## src/rtl/phase_ctrl_pkg.sv

```systemverilog
// Shared constants for the crossroad phase sequencer:
// state codes, light codes and default phase durations.
package phase_ctrl_pkg;

  localparam int WDOG_W = 8;

  localparam logic [2:0] ST_INIT   = 3'd0;
  localparam logic [2:0] ST_GREEN  = 3'd1;
  localparam logic [2:0] ST_YELLOW = 3'd2;
  localparam logic [2:0] ST_RED    = 3'd3;
  localparam logic [2:0] ST_FAULT  = 3'd4;

  localparam logic [1:0] LIGHT_GREEN  = 2'b00;
  localparam logic [1:0] LIGHT_YELLOW = 2'b01;
  localparam logic [1:0] LIGHT_RED    = 2'b10;
  localparam logic [1:0] LIGHT_FAULT  = 2'b11;

  localparam logic [7:0] DEF_GREEN_T   = 8'h25;
  localparam logic [7:0] DEF_YELLOW_T  = 8'h03;
  localparam logic [7:0] DEF_RED_T     = 8'h20;
  localparam logic [7:0] DEF_RED_PED_T = 8'h35;
  localparam logic [7:0] DEF_WDOG_MAX  = 8'd120;

endpackage

```

## src/rtl/phase_ctrl_wdog_cnt.sv

```systemverilog
// Saturating binary cycle counter used as the
// per-phase watchdog of phase_ctrl.
module wdog_cnt #(
  parameter int         W   = 8,
  parameter logic [W-1:0] MAX = '1
) (
  input  logic         clk,
  input  logic         rst,
  input  logic         clr,
  input  logic         en,
  output logic [W-1:0] count,
  output logic         max
);

  always_ff @(posedge clk or posedge rst) begin
    if (rst) begin
      count <= '0;
    end else if (clr) begin
      count <= '0;
    end else if (en && count != MAX) begin
      count <= count + 1'b1;
    end
  end

  assign max = (count == MAX);

endmodule

```

## src/rtl/phase_ctrl.sv

```systemverilog
// Traffic-phase sequencer: loads the BCD down counter per
// phase, advances on its terminal pulse, grants walk phases.
module phase_ctrl
  import phase_ctrl_pkg::*;
#(
  parameter logic [7:0] GREEN_T   = DEF_GREEN_T,
  parameter logic [7:0] YELLOW_T  = DEF_YELLOW_T,
  parameter logic [7:0] RED_T     = DEF_RED_T,
  parameter logic [7:0] RED_PED_T = DEF_RED_PED_T,
  parameter logic [7:0] WDOG_MAX  = DEF_WDOG_MAX
) (
  input  logic       clk,
  input  logic       rst,
  input  logic       en,
  input  logic       cin,
  input  logic       ped_req,
  output logic       load,
  output logic [7:0] data,
  output logic [1:0] light,
  output logic       ped_ack,
  output logic       walk
);

  logic [2:0]        state;
  logic [2:0]        nxt;
  logic              entry;
  logic              go;
  logic              fault_hit;
  logic              grant;
  logic              ped_ok;
  logic              ped_pend;
  logic [WDOG_W-1:0] wdog_count;
  logic              wdog_max;

  wdog_cnt #(
    .W   (WDOG_W),
    .MAX (WDOG_MAX)
  ) u_wdog (
    .clk   (clk),
    .rst   (rst),
    .clr   (entry),
    .en    (en),
    .count (wdog_count),
    .max   (wdog_max)
  );

  // a cin seen while load is still high belongs to the old phase
  always_comb begin
    go        = en && cin && !load;
    fault_hit = en && (wdog_max ||
                wdog_count == WDOG_MAX - 8'd1);
    nxt       = state;
    entry     = 1'b0;
    case (state)
      ST_INIT: begin
        if (en) begin
          nxt   = ST_GREEN;
          entry = 1'b1;
        end
      end
      ST_GREEN: begin
        if (go) begin
          nxt   = ST_YELLOW;
          entry = 1'b1;
        end else if (fault_hit) begin
          nxt = ST_FAULT;
        end
      end
      ST_YELLOW: begin
        if (go) begin
          nxt   = ST_RED;
          entry = 1'b1;
        end else if (fault_hit) begin
          nxt = ST_FAULT;
        end
      end
      ST_RED: begin
        if (go) begin
          nxt   = ST_GREEN;
          entry = 1'b1;
        end else if (fault_hit) begin
          nxt = ST_FAULT;
        end
      end
      ST_FAULT: nxt = ST_FAULT;
      default:  nxt = ST_FAULT;
    endcase
    grant  = entry && (nxt == ST_RED) && ped_pend;
    ped_ok = en && ped_req &&
             ((state == ST_GREEN) ||
              (state == ST_YELLOW) ||
              (state == ST_RED && !walk));
  end

  always_ff @(posedge clk or posedge rst) begin
    if (rst) begin
      state    <= ST_INIT;
      light    <= LIGHT_RED;
      load     <= 1'b0;
      data     <= 8'h00;
      ped_ack  <= 1'b0;
      walk     <= 1'b0;
      ped_pend <= 1'b0;
    end else begin
      state   <= nxt;
      load    <= entry;
      ped_ack <= grant;
      if (entry) begin
        unique case (1'b1)
          nxt == ST_GREEN: begin
            light <= LIGHT_GREEN;
            data  <= GREEN_T;
            walk  <= 1'b0;
          end
          nxt == ST_YELLOW: begin
            light <= LIGHT_YELLOW;
            data  <= YELLOW_T;
          end
          default: begin
            light <= LIGHT_RED;
            data  <= ped_pend ? RED_PED_T : RED_T;
            walk  <= ped_pend;
          end
        endcase
      end else if (nxt == ST_FAULT) begin
        light <= LIGHT_FAULT;
        walk  <= 1'b0;
      end
      // a request on the granting edge is dropped
      if (grant) begin
        ped_pend <= 1'b0;
      end else if (ped_ok) begin
        ped_pend <= 1'b1;
      end
    end
  end

endmodule

```

## config.mk

```make
export PLATFORM = sky130hd
export DESIGN_NAME = phase_ctrl
export DESIGN_NICKNAME = d
export VERILOG_FILES = /design/src/rtl/phase_ctrl_pkg.sv /design/src/rtl/phase_ctrl_wdog_cnt.sv /design/src/rtl/phase_ctrl.sv
export SDC_FILE = /design/constraint.sdc
export NUM_CORES = 1
export LEC_CHECK = 0
export CAP_MARGIN = 20
export CELL_PAD_IN_SITES_DETAIL_PLACEMENT = 2
export CELL_PAD_IN_SITES_GLOBAL_PLACEMENT = 2
export CORE_MARGIN = 4
export CORE_UTILIZATION = 32
export CTS_CLUSTER_DIAMETER = 120
export CTS_CLUSTER_SIZE = 30
export DETAILED_ROUTE_END_ITERATION = 8
export PLACE_DENSITY = 0.77
export SLEW_MARGIN = 20
export SYNTH_ARGS = -nofsm -noshare
export SYNTH_HDL_FRONTEND = slang
export SYNTH_SLANG_ARGS = --single-unit
```

## constraint.sdc

```tcl
create_clock -name clk -period 1.8 [get_ports clk]
set_clock_uncertainty 0.1 [all_clocks]
set_input_delay 0.36 -clock clk [delete_from_list [all_inputs] [get_ports clk]]
set_output_delay 0.36 -clock clk [all_outputs]
set_load 0.05 [all_outputs]
```

==> results.md <==
- The power per unit of standard cell area is 1420 nW/um^2.
- The TritonCTS clock tree is built.
- The cell count after synthesis came out at 119.
- The origin of the critical flop-to-flop path is u_wdog.count[0].
- The synthesized netlist occupies a cell area of 1150 sq um.
- The root buffer cell chosen for the clock tree is sky130_fd_sc_hd__clkbuf_4.
- Entering global routing, the biggest net connects 23 pins.
- Row generation in the floorplan step produced 21 rows.
- The half-perimeter wire length of the detailed placement result is 2.42 mm.
- The number of global-route vias before repair is 1079.
- The type of origin of the critical path is a register.
- The hold violation count in the final report came to 0.
- The register-to-register path setup slack is 30 ps.
- The die is 68.1 microns tall.
- In this run, synthesis inferred 0 flip-flops with an integrated enable.
- After global routing the overflow that remains totals 0.
- The max-capacitance violation count is 0.
- The post-cts hold buffer count is 0.
- The capturing point of the worst reg2reg path is light[0].
- The post-layout total power is 2.08 mW.
- The final period utilization is 98.4%.
- The commonest register cell after synthesis is sky130_fd_sc_hd__dfrtp_1.
- The leakage power is 0.655 nW.
- The number of max-slew violations in the final report is 0.
- Fill cells in the final layout number 391.
- The final critical delay including setup and external delays is 1770 ps.
- The wire length per cell after detailed routing is 16.2 microns.
- In this run the deepest clock path goes through 2 buffers.
- The first-pass iteration count of the detailed router is 2.
- The yosys synthesis warning count is 0.
- The library cell used most frequently in the layout, excluding fill and tap cells, is sky130_fd_sc_hd__buf_4.
- Across the VDD grid, the largest voltage drop is 0.000613 V.
- The number of antenna violations at the first check in global routing is 0.
- The number of library cell types mapped by synthesis is 42.
- The number of remaining DRC errors is 0.
- In the final layout, the share of cells above drive strength 1 is 26.2%.
- Data on the critical path arrives at its endpoint at 1930 ps.
- The cell count of the worst reg-to-reg path is 6.
- By area the synthesized netlist is led by sky130_fd_sc_hd__dfrtp_1, sky130_fd_sc_hd__nand2_1, sky130_fd_sc_hd__xnor2_1.
- The clock sink count is 22.
- The CTS buffer count is 3.
- The placeable core region is 3420 sq um.
- Counting flops with an async set or reset pin after synthesis yields a share of 100%.
- The depth of the CTS H-tree is 1.
- Measured along the x axis, the die boundary spans 68.1 microns.
- The total of endpoints with negative setup slack in the final report is 0.
- The top cell type by total area after synthesis is sky130_fd_sc_hd__dfrtp_1.
- The remaining antenna violation count after routing is 0.
- The total of buffers placed on input and output ports is 14.
- The clock latency on the worst-skew pair is 320 ps.
- Clock-pin slew was measured on the worst setup and hold paths at 130 ps.
- For this run, the post-layout net count is 157.
- In this run the worst path has a maximum fanout of 4.
- The kind of end point of the critical path is a register.
- After synthesis, the largest area contributor takes up 45.5% of total cell area.
- The initial utilization of the core area, before any placement, comes to 33.8%.
- Dividing the detail-routed via count by the number of cells gives 5.03.
- The overall routing resource usage is 15.7%.
- During I/O placement, the number of pins put on the boundary was 18.
- The share of the Yosys chip area taken by registers is 47.8%.
- The synthesized design contains 22 register bits.
- The data required time at the worst endpoint is 1960 ps.
- The run finished with clean final reports.
- In the layout the commonest cells are sky130_fd_sc_hd__buf_4, sky130_fd_sc_hd__dfrtp_1, sky130_fd_sc_hd__nand2_1.
- The total wire length is 3.17 mm.
- The number of antenna diodes in the final layout is 0.
- Derived from the worst setup path, the maximum achievable clock frequency is 565 MHz.
- In this run, the number of DRC markers left after iteration 0 of detailed routing was 39.
- The share of the core filled with cells is 43.0%.
- The critical path class is register to register.
- On the final layout, the worst hold slack is 264 ps.
- The first global-routing pass estimated 5.35 mm of wire.
- In this run the mean area of a mapped cell was 9.70 sq um.
- The kind of path behind the tightest hold check is primary input to async pin.
- Routability-driven placement finished with a final weighted congestion of 0.902.
- The detailed router placed 980 vias in this run.
- Setup repair after global routing could not meet its margin everywhere.
- Compared with the post-synthesis result, the final layout area differs by 27.2%.
- The area enclosed by the die boundary is 4630 sq um.
==> routing by layer <==
metal | up-vias | GRT usage [%] | wire [microns]
met4 | 0 | 4.47 | 36
met5 | - | 0 | 0
met1 | 497 | 19.5 | 1450
li1 | 463 | - | -
met3 | 4 | 3.94 | 118
met2 | 16 | 26.8 | 1560
==> per-stage QoR <==
stage,setup WS (ps),instance area (sq um),TNS [ps],std cells
2_1_floorplan,60.9,1160,0,121
3_3_place_gp,-103,1410,-271,189
3_5_place_dp,-136,1410,-1050,189
4_1_cts,3.72,1460,0,195
5_1_grt,-69.4,1470,-241,195
6_report,29.0,1470,0,195
==> cell type report <==
class / instances / area (sq um) / share of cell area [%]
tap: 46 / 57.6 / 3.92
clock buffer: 4 / 26.3 / 1.79
inverter: 7 / 28.8 / 1.96
multi-input combinational: 85 / 548 / 37.3
timing repair buffer: 31 / 255 / 17.4
sequential: 22 / 553 / 37.6
==> Yosys cell counts, types with 3 or more instances <==
cell type	number
sky130_fd_sc_hd__buf_4	5
sky130_fd_sc_hd__nand2b_1	4
sky130_fd_sc_hd__nor2_1	11
sky130_fd_sc_hd__dfrtp_1	21
sky130_fd_sc_hd__inv_1	6
sky130_fd_sc_hd__nand3_1	5
sky130_fd_sc_hd__o21ai_0	4
sky130_fd_sc_hd__xnor2_1	5
sky130_fd_sc_hd__a21oi_1	4
sky130_fd_sc_hd__nand2_1	14
sky130_fd_sc_hd__nor3_1	3
==> critical path, stage by stage (launching register included) <==
cell	delay, ps
sky130_fd_sc_hd__dfrtp_1	450
sky130_fd_sc_hd__inv_2	110
sky130_fd_sc_hd__ha_4	130
sky130_fd_sc_hd__nand3b_1	110
sky130_fd_sc_hd__a211o_1	360
sky130_fd_sc_hd__nor4_4	260
sky130_fd_sc_hd__o41a_1	190
==> cell families after synthesis <==
group	count (synthesis)	synth area share, %
AOI/OAI and AO/OA	24	15.8
xor gates and xnor gates	6	4.55
adders and majority gates	2	2.17
buffers and inverters	14	6.50
DFF	22	47.8
muxes	1	0.867
other	1	0.325
and+or+nand+nor	49	22.0
==> how the worst max path moves through the flow <==
stage | start | endpoint | cells after the start
2_1_floorplan | load | light[0] | 5
3_3_place_gp | en | data[0] | 5
3_5_place_dp | en | data[0] | 5
4_1_cts | u_wdog.count[0] | light[0] | 6
5_1_grt | u_wdog.count[0] | light[0] | 6
6_report | u_wdog.count[0] | light[0] | 6
==> sequential cells by signal, summed over array words and instances (netlist names) <==
name	flops
ped_ack	1
light	2
state	3
walk	1
u_wdog.count	8
load	1
data	5
ped_pend	1
==> where the power goes <==
group	internal, mW	switching, mW	leakage, nW
combinational	0.393	0.647	0.361
sequential	0.640	0.155	0.279
clock	0.0869	0.157	0.0150
total	1.12	0.960	0.655
==> what timing repair did <==
action                     in CTS  in global routing
buffers inserted                2                  0
pin swaps                       0                  2
setup endpoints to repair       2                  6
resized for setup               0                  4
Power figures use the tool's default switching activity.
==> variant 1, RTL diff (same settings) <==
The package constant `WDOG_W` goes from 8 to 10.
--- a/src/rtl/phase_ctrl_pkg.sv
+++ b/src/rtl/phase_ctrl_pkg.sv
@@ -2,7 +2,7 @@
 // state codes, light codes and default phase durations.
 package phase_ctrl_pkg;
 
-  localparam int WDOG_W = 8;
+  localparam int WDOG_W = 10;
 
   localparam logic [2:0] ST_INIT   = 3'd0;
   localparam logic [2:0] ST_GREEN  = 3'd1;
Function: same outputs for any inputs over 10 cycles, from zero or initial values and one cycle with rst high; that may be too few to reach the edited logic, so the function may still have changed.
==> variant 1 against the unedited design <==
  * The flow now finishes with violations (setup timing)
  * Power is 15% lower
  * Sequential cell count is 2 higher
  * Cell area is 24% higher
  * First-iteration DRC count is 2.6% lower
  * Setup slack worse by 0.11 ns
  * Hold slack better by 0.083 ns
  * Maximum frequency is 6.1% lower
  * Routed wire length is 21% higher
  * Synthesized area is 14% higher
  * Critical path type unchanged
==> variant 1: results <==
run_status:
  outcome: "finished with violations"
  violations: "setup timing"
yosys:
  synth_xor_area_frac: 0.0532
  synth_compound_area_frac: 0.154
  synthTopCellsByCount: "23 x dfrtp_1, 16 x nor2_1, 8 x a21oi_1, 7 x inv_1, 7 x nand2_1"
  ys_top_cells_by_area: "dfrtp_1 44%, nor2_1 4.6%, xor2_1 4.0%, a21oi_1 3.0%, mux2i_1 2.3%"
  synth_fa_ha_area_frac: 0.0190
  ys_seq_area_frac: 0.457
  synth.mux.area_fraction: 0.0228
  synth_cell_types: 46
  synth_cells: 133
clocking:
  insertion_delay_ns: 0.27
  clk_pin_slew_ns: 0.08
  cts_setup_buffers: 5
  cts_sinks: 24
  cts_resized: 5
  root_buffer: "clkbuf_8"
timing:
  fin_ws_ns: -0.0857
  hold_ws_ns: 0.347
  tns_ns: -0.244
  setup_violations: 4
layout:
  nonClkBufAreaFrac: 0.215
  reg_top3: "u_wdog.count x10, data x5, state x3"
  final_util: 0.454
  clockNetworkAreaShare: 0.0303
  buffers_excl_clock: 48
  multi_input_area_um2: 676
  fillers: 428
  inv_count: 8
  multi_input_gates: 93
route:
  wl_per_cell_um: 16.9
  via_per_inst: 4.98
  wl_met3_um: 88
  first_pass_iters: 4
  wl_met1_um: 1500
setup_path:
  r2r_start: "u_wdog.count[1]"
  critPathSlowestCell: "a2111oi_4"
  r2r-end: "walk"
placement:
  place_inst: 217
  pre_cts_ws_ns: -0.399
  placed_area_um2: 1650
  dp_hpwl_um: 3000
  gp_congestion: 0.802
global_route:
  met3_usage: 0.0180
  grt_pass1_wl_um: 6570
  grt_max_degree: 25
  grt.total_usage: 0.163
  use_met1: 0.185
  use_met2: 0.310
power:
  power.switching_mw: 0.640
  irDropWorstVdd_v: 0.000434
  leakagePower_nw: 0.838
floorplanning:
  die_w_um: 72.1
## variant 1: cell types whose count changed after synthesis, moves of 3 or more
| cell | delta |
|---|---|
| and3_1 | +3 |
| xnor2_1 | -3 |
| xor2_1 | +5 |
| a21oi_1 | +4 |
| nor2_1 | +5 |
| nand2_1 | -7 |
## variant 1: worst register-to-register path, stage by stage (launching register included)
cell and delay (ns):
dfrtp_1 0.41, inv_1 0.07, ha_2 0.17, nand3b_1 0.15
a2111oi_4 0.46, a2111oi_2 0.13, a311o_1 0.29
## variant 1: power groups by stage
stage / Clock [mW] / Sequential [mW] / Combinational (mW)
after floorplan: 0 / 0.800 / 0.257
after global placement: 0 / 0.698 / 0.567
after detailed placement: 0 / 0.712 / 0.595
after CTS: 0.383 / 0.697 / 0.663
after global routing: 0.411 / 0.713 / 0.768
final: 0.366 / 0.697 / 0.709
==> variant 2, RTL diff (config.mk and constraints unchanged) <==
Made on the original files. Reset style: synchronous (`rst`), changed in 2 clocked blocks.
--- a/src/rtl/phase_ctrl_wdog_cnt.sv
+++ b/src/rtl/phase_ctrl_wdog_cnt.sv
@@ -12,7 +12,7 @@
   output logic         max
 );
 
-  always_ff @(posedge clk or posedge rst) begin
+  always_ff @(posedge clk) begin
     if (rst) begin
       count <= '0;
     end else if (clr) begin
--- a/src/rtl/phase_ctrl.sv
+++ b/src/rtl/phase_ctrl.sv
@@ -92,7 +92,7 @@
               (state == ST_RED && !walk));
   end
 
-  always_ff @(posedge clk or posedge rst) begin
+  always_ff @(posedge clk) begin
     if (rst) begin
       state    <= ST_INIT;
       light    <= LIGHT_RED;
Behaviour: differs if rst is asserted again (counterexample within 4 cycles, from zero or initial values and one cycle with rst high); with rst held inactive, the same outputs for 10 cycles.
==> variant 2 against the unedited design <==
  * The run now ends with setup timing left
  * Sequential cell count unchanged
  * Via count rose by 13%
  * Setup slack lost 0.18 ns
  * Cell area is 7.8% higher
  * Routed wire length up 31%
  * Synthesized area shrank 11%
  * Core utilization increased by 8.4 points
  * Count of clock-buffer cells in the layout down 1
  * Die area fell by 9.3%
  * Sequential share of layout area down 9.5 points
  * First-iteration DRC count up 51%
  * Largest cell class is now multi-input gates
  * Highest routed layer unchanged
Power is not compared: it rests on default switching activity, and its combinational part moved more than twofold at a synthesized area within 25%.
==> variant 2: results <==
run_status:
  outcome: "finished with violations"
  violations: "setup timing"
layout:
  final_net_count: 171
  instances_no_fill: 207
  drive_above_1_share: 0.399
yosys:
  synth.mux.area_fraction: 0.00969
  syn_area_per_cell_um2: 8.61
  ys_top_cells_by_area: "dfxtp_1 43%, nor2_1 7.6%, xnor2_1 3.4%, nand2_1 2.9%, xor2_1 2.5%"
  synthArstFlopShare: 0
  synth_fa_ha_area_frac: 0.0242
  synth_cell_types: 38
  synth_xor_area_frac: 0.0593
  synthTopCellsByCount: "22 x dfxtp_1, 21 x nor2_1, 8 x nand2_1, 5 x a21oi_1, 5 x inv_1"
  ys_seq_area_frac: 0.426
placement:
  placed_area_um2: 1320
  dp_hpwl_um: 2540
  pre_cts_ws_ns: -0.365
  place_inst: 194
timing:
  tns_ns: -0.542
  fin_ws_ns: -0.156
  setup_violations: 7
global_route:
  grt_pass1_wl_um: 6530
  grt_pass1_vias: 1232
  grt.total_usage: 0.209
  grt_max_degree: 14
route:
  wl_met1_um: 1710
  first_pass_iters: 4
  via_per_inst: 5.33
  wl_per_cell_um: 20.0
  wl_met2_um: 2070
  wl_met3_um: 230
setup_path:
  crit_fanout: 2
  r2r_cells: 8
  crit_arrival_ns: 2.09
  cpPeakStageDelay_ns: 0.41
  critPathSlowestCell: "a2111oi_4"
min_path:
  min_path_cells: 1
  hold_class: "register to register"
clocking:
  cts_resized: 18
  numCtsBuffers: 3
[variant 2: cell types whose count changed after synthesis, sizes merged, moves of 3 or more]
cell   delta
and3      +4
nand2     -6
buf       -3
dfrtp    -21
nor2      +9
nand3     -3
o21ai     -4
dfxtp    +22
[variant 2: final timing paths]
check                                      from      end  slack (ns)
worst max-delay path            u_wdog.count[0]     walk       -0.16
worst min register to register          data[1]  data[1]        0.40
worst min-delay path                    data[1]  data[1]        0.40
worst max register to register  u_wdog.count[0]     walk       -0.16
[variant 2: routing by layer]
layer	track usage	up-vias
li1	-	503
met1	0.256	546
met2	0.365	42
met3	0.0451	12
met4	0.0580	0
met5	0	-
[variant 2: power by group]
part	total (mW)	switching, mW	internal (mW)
clock network	0.386	0.161	0.225
registers	0.532	0.0232	0.509
logic	0.297	0.179	0.118
[variant 2: layout make-up]
cell class                 instances  area [um^2]
fill                             344         1500
clock buffer                       3         22.5
inverter                           5         21.3
tap                               44         55.1
sequential                        22          445
multi-input combinational         89          662
timing repair buffer              43          347
clock inverter                     1         30.0
